### src/rtl/bp_perf_monitor.sv
// rtl/bp_perf_monitor.sv - branch predictor performance monitor with windowed event counters
module bp_perf_monitor #(
  parameter int unsigned CNT_W     = 32,
  parameter logic [31:0] NOP_INSTR = 32'h0000_0013
) (
  input  logic             clk_i,
  input  logic             rst_i,
  input  logic             start_i,
  input  logic             stop_i,
  input  logic             clear_i,
  input  logic [CNT_W-1:0] window_i,
  input  logic             br_misses_i,
  input  logic             br_instr_i,
  input  logic [31:0]      instr_i,
  output logic             busy_o,
  output logic             done_o,
  output logic [CNT_W-1:0] cycle_cnt_o,
  output logic [CNT_W-1:0] instr_cnt_o,
  output logic [CNT_W-1:0] br_cnt_o,
  output logic [CNT_W-1:0] miss_cnt_o,
  output logic             sat_o
);

  typedef enum logic [1:0] {
    ST_IDLE = 2'd0,
    ST_RUN  = 2'd1,
    ST_DONE = 2'd2
  } state_e;

  localparam logic [CNT_W-1:0] CNT_ONE = CNT_W'(1);
  localparam logic [CNT_W-1:0] CNT_MAX = {CNT_W{1'b1}};

  state_e           state_q;
  logic [CNT_W-1:0] win_q;
  logic [CNT_W-1:0] cycle_q, instr_q, br_q, miss_q;
  logic [CNT_W-1:0] cycle_d, instr_d, br_d, miss_d;
  logic             sat_q, done_q, busy_q;
  logic             instr_ev;
  logic             sat_hit;
  logic             win_hit;
  logic             end_run;

  // Saturating increment: a counter parked at all-ones stays there.
  function automatic logic [CNT_W-1:0] sat_inc(input logic [CNT_W-1:0] v, input logic en);
    if (en && (v != CNT_MAX)) begin
      return v + CNT_ONE;
    end
    return v;
  endfunction

  // Next counter values for one RUN cycle and the window-termination decision.
  always_comb begin
    instr_ev = (instr_i != NOP_INSTR) && (instr_i != 32'd0);
    cycle_d  = sat_inc(cycle_q, 1'b1);
    instr_d  = sat_inc(instr_q, instr_ev);
    br_d     = sat_inc(br_q, br_instr_i);
    miss_d   = sat_inc(miss_q, br_misses_i);
    sat_hit  = (cycle_q == CNT_MAX)
             | (instr_ev    & (instr_q == CNT_MAX))
             | (br_instr_i  & (br_q    == CNT_MAX))
             | (br_misses_i & (miss_q  == CNT_MAX));
    // Termination compares the post-increment cycle count, so the last cycle is counted.
    win_hit  = (win_q != '0) && (cycle_d == win_q);
    end_run  = stop_i || win_hit;
  end

  // Control FSM plus all counters; clear_i outranks every other command.
  always_ff @(posedge clk_i or posedge rst_i) begin
    if (rst_i) begin
      state_q <= ST_IDLE;
      win_q   <= '0;
      cycle_q <= '0;
      instr_q <= '0;
      br_q    <= '0;
      miss_q  <= '0;
      sat_q   <= 1'b0;
      done_q  <= 1'b0;
      busy_q  <= 1'b0;
    end else if (clear_i) begin
      state_q <= ST_IDLE;
      win_q   <= '0;
      cycle_q <= '0;
      instr_q <= '0;
      br_q    <= '0;
      miss_q  <= '0;
      sat_q   <= 1'b0;
      done_q  <= 1'b0;
      busy_q  <= 1'b0;
    end else begin
      case (state_q)
        ST_IDLE, ST_DONE: begin
          done_q <= 1'b0;
          if (start_i) begin
            state_q <= ST_RUN;
            busy_q  <= 1'b1;
            win_q   <= window_i;
            cycle_q <= '0;
            instr_q <= '0;
            br_q    <= '0;
            miss_q  <= '0;
            sat_q   <= 1'b0;
          end
        end
        ST_RUN: begin
          cycle_q <= cycle_d;
          instr_q <= instr_d;
          br_q    <= br_d;
          miss_q  <= miss_d;
          if (sat_hit) begin
            sat_q <= 1'b1;
          end
          if (end_run) begin
            state_q <= ST_DONE;
            busy_q  <= 1'b0;
            done_q  <= 1'b1;
          end
        end
        default: begin
          state_q <= ST_IDLE;
          busy_q  <= 1'b0;
          done_q  <= 1'b0;
        end
      endcase
    end
  end

  assign busy_o      = busy_q;
  assign done_o      = done_q;
  assign cycle_cnt_o = cycle_q;
  assign instr_cnt_o = instr_q;
  assign br_cnt_o    = br_q;
  assign miss_cnt_o  = miss_q;
  assign sat_o       = sat_q;

endmodule

### config.mk
export PLATFORM = sky130hd
export DESIGN_NAME = bp_perf_monitor
export DESIGN_NICKNAME = d
export VERILOG_FILES = /design/src/rtl/bp_perf_monitor.sv
export SDC_FILE = /design/constraint.sdc
export NUM_CORES = 1
export LEC_CHECK = 0
export ABC_AREA = 1
export CAP_MARGIN = 5
export CELL_PAD_IN_SITES_DETAIL_PLACEMENT = 0
export CELL_PAD_IN_SITES_GLOBAL_PLACEMENT = 2
export CORE_ASPECT_RATIO = 0.7
export CORE_MARGIN = 2
export CORE_UTILIZATION = 29
export DETAILED_ROUTE_END_ITERATION = 16
export HOLD_SLACK_MARGIN = 0.15
export PLACE_DENSITY_LB_ADDON = 0.1
export SLEW_MARGIN = 20
export SYNTH_ARGS = -nofsm -noshare
export SYNTH_HDL_FRONTEND = slang
export SYNTH_SLANG_ARGS = --single-unit
### constraint.sdc
create_clock -name clk_i -period 5.95 [get_ports clk_i]
set_input_delay 0.8925 -clock clk_i [delete_from_list [all_inputs] [get_ports clk_i]]
set_output_delay 0.8925 -clock clk_i [all_outputs]
set_load 0.005 [all_outputs]
==> flow_summary_export.csv <==
group,metric,value,unit
drt,num_vias,10538,
clock_tree,numCtsBuffers,17,
final_layout,final_nets,1727,
sta,finalHoldViolCount,0,
clock_tree,clock-sinks,164,
drt,drc_errors,0,
clock_tree,clkTransAtPathRegs,0.07,ns
flow_run,max-cap-violations,0,
min_path,hp-class,"flip-flop to flip-flop",
synth,synth_nets,1542,
sta,rsz0062_at_grt,"no",
clock_tree,cts_tree,"yes",
clock_tree,root_buffer,"clkbuf_16",
setup_path,path_max_fanout,29,
setup_path,crit_arrival,4.15,ns
setup_path,required,6.24,ns
die,core,34730,sq um
clock_tree,cts_setup_buffers,0,
synth,synthesis.area,10250,sq um
synth,synth_cell_type_count,41,
sta,tightest_slew,1.038,ns
setup_path,endpoint_kind,"flip-flop",
clock_tree,clock_latency,0.45,ns
drt,first_pass_iters,7,
final_layout,diodes,0,
sta,post-route-min-period,3.860,ns
grt,grt_usage,22.17,%
drt,wl,40390,microns
drt,wl_per_cell,18.90,microns
run_status,status,"finished, final reports clean",
final_layout,layout-drive-gt1-share,4.204,%
setup_path,crit_type,"input pin to flip-flop",
sta,drv_slew,0,
grt,grt_max_degree,165,
setup_path,critPathLaunchType,"input pin",
die,die-area,36900,sq um
placement,gp_congestion,0.9170,
placement,portBuffers,201,
synth,synth_top_area_share,40.02,%
synth,avgSynthCellArea,6.989,sq um
power,leakagePower,5.328,nW
synth,synth.area.top_cells,"dfrtp_1 (40%), nand2_1 (14%), nor2_1 (6.6%), inv_1 (6.0%), nand3_1 (5.9%)",
sta,clock.fmax,259.1,MHz
synth,synth_edf_count,0,
clock_tree,cts_resized,0,
synth,seq_area_frac_synth,40.02,%
clock_tree,holdBufCountCts,0,
final_layout,area_growth,30.32,%
clock_tree,clock_path_buffers,2,
die,top_level_ports,202,
sta,period_share,64.87,%
power,ir_drop,0.2176,mV
synth,yosys_most_used_dff,"dfrtp_1",
sta,slew_headroom,30.78,%
synth,ys_warn_count,0,
sta,hold_slack,0.5118,ns
clock_tree,cts_max_level,4,
placement,dp_hpwl,29970,microns
die,die_w,228.7,microns
grt,grt_antenna_before_repair,0,
drt,drtIter0Drc,1006,
die,initial_core_util,29.52,%
synth,synth_top_area_cell,"dfrtp_1",
sta,finalSetupViolCount,0,
synth,async_flop_share,100.0,%
sta,finalClockSkew,0.009229,ns
grt,grt_pass1_vias,9977,
die,rows,57,
synth,synthCells,1467,
grt,grt_pass1_wl,62390,microns
sta,finalSetupTns,0,ns
drt,avgViaCountPerCell,4.931,
drt,ant_nets,0,
synth,ys_ff_latch,164,
power,power_density,192.9,nW/um^2
die,die_h,161.3,microns
grt,grt_overflow,0,
where the power goes:
group	switching, mW	total [mW]	internal, mW
registers	0.0169	1.15	1.13
clock network	0.511	1.18	0.664
logic	0.167	0.254	0.0869
per-stage QoR:
step	cell area, sq um	util (%)	setup WS, ns	instances	power [mW]
after global placement	12760	36.73	1.683	2105	1.427
after CTS	13360	38.47	2.065	2137	2.614
after global routing	13360	38.47	1.698	2137	2.688
final	13360	38.47	2.090	2137	2.578
after floorplan	10250	-	0.6242	1467	1.296
after detailed placement	12760	36.73	1.570	2105	1.428
metal layers:
metal	share of wire (%)	vias to the layer above	wire length (microns)	global-route usage, %
li1	-	5204	-	-
met1	56	5023	22460	36.97
met2	37	298	15120	28.46
met3	6.4	13	2592	4.590
met4	0.54	0	218	3.535
met5	0	-	0	0
cell type report:
cell class              count  area [sq um]
fillers                  3750         21370
multi-input cells        1093          5344
flip-flops and latches    164          4104
repair buffers            210          2092
inverters                 166         628.1
well taps                 472         590.6
clock buffers              21         480.5
clock inverters            11         123.9
final timing paths:
| kind | end | slack [ns] | depth (start not counted) | from |
|---|---|---|---|---|
| worst min register to register | instr_cnt_o[3] | 0.51 | 1 | instr_cnt_o[3] |
| max in group asynchronous | cycle_cnt_o[13] | 4.10 | 3 | rst_i |
| worst max-delay path | miss_cnt_o[28] | 2.09 | 14 | clear_i |
| worst max register to register | state_q[1] | 2.62 | 19 | cycle_cnt_o[0] |
| min in group asynchronous | miss_cnt_o[23] | 1.04 | 3 | rst_i |
| worst min-delay path | instr_cnt_o[3] | 0.51 | 1 | instr_cnt_o[3] |
flip-flops by register name (all words and copies together), names as in the netlist:
signal       flops
br_cnt_o        32
cycle_cnt_o     32
instr_cnt_o     32
miss_cnt_o      32
win_q           32
busy_o           1
done_o           1
sat_o            1
state_q          1
cells in the final DEF (no fill, tap or decap), types with 2 or more instances in the layout:
| master | synthesis | layout |
|---|---|---|
| dfrtp_1 | 164 | 164 |
| nor3b_1 | 6 | 6 |
| buf_4 | 0 | 8 |
| or2_2 | 2 | 2 |
| mux2_2 | 5 | 5 |
| and3_1 | 5 | 5 |
| nand4_1 | 37 | 37 |
| a211oi_1 | 4 | 4 |
| a22o_1 | 4 | 4 |
| clkdlybuf4s50_1 | 0 | 201 |
| o21ai_0 | 82 | 82 |
| xor2_1 | 59 | 59 |
| nor3_1 | 80 | 80 |
| a21oi_1 | 26 | 26 |
| o22ai_1 | 12 | 12 |
| nand2_1 | 394 | 394 |
| a31oi_1 | 2 | 2 |
| inv_1 | 163 | 160 |
| nor2_2 | 7 | 8 |
| clkbuf_16 | 0 | 17 |
| nand3_1 | 120 | 120 |
| clkbuf_8 | 0 | 4 |
| nor2_1 | 180 | 179 |
| xnor2_1 | 9 | 9 |
| nor4_1 | 26 | 26 |
| clkinv_2 | 0 | 3 |
| ha_1 | 4 | 4 |
| o41ai_1 | 14 | 14 |
| inv_6 | 0 | 3 |
| nand2_4 | 2 | 2 |
| bufinv_16 | 0 | 2 |
| nand2_2 | 3 | 3 |
| clkinvlp_4 | 0 | 3 |
| inv_2 | 2 | 4 |
critical path, cell delays in order:
cell and delay [ns]:
clkdlybuf4s50_1 0.46, buf_4 0.35, nor2_2 0.10, inv_2 0.07, nor2_2 0.08, inv_2 0.48, nand3_1 0.14, nand2_1 0.54
inv_2 0.30, nor2_1 0.21, nand2_1 0.09, nor3_1 0.19, nand2_1 0.07, nor3b_1 0.14
cells by family after synthesis:
logic type | share of synthesized area, %
adder cells (fa/ha/maj) | 0.4881
AND/OR/NAND/NOR | 36.88
XOR/XNOR | 5.809
buffers and inverters | 7.883
flip-flops | 40.02
AO/OA/AOI/OAI | 8.371
multiplexers | 0.5491
synthesized netlist by cell type, types with 2 or more instances:
cell and instances:
o41ai_1 14, nor3_1 80, xor2_1 59, ha_1 4
xnor2_1 9, a22o_1 4, nor3b_1 6, nand3_1 120
or2_2 2, nand2_1 394, clkbuf_1 32, mux2_2 5
o22ai_1 12, a21oi_1 26, buf_2 10, o21ai_0 82
inv_2 2, dfrtp_1 164, nand2_4 2, nor4_1 26
a211oi_1 4, a31oi_1 2, and3_1 5, nor2_2 7
nor2_1 180, nand2_2 3, nand4_1 37, inv_1 163
Power figures use the tool's default switching activity.
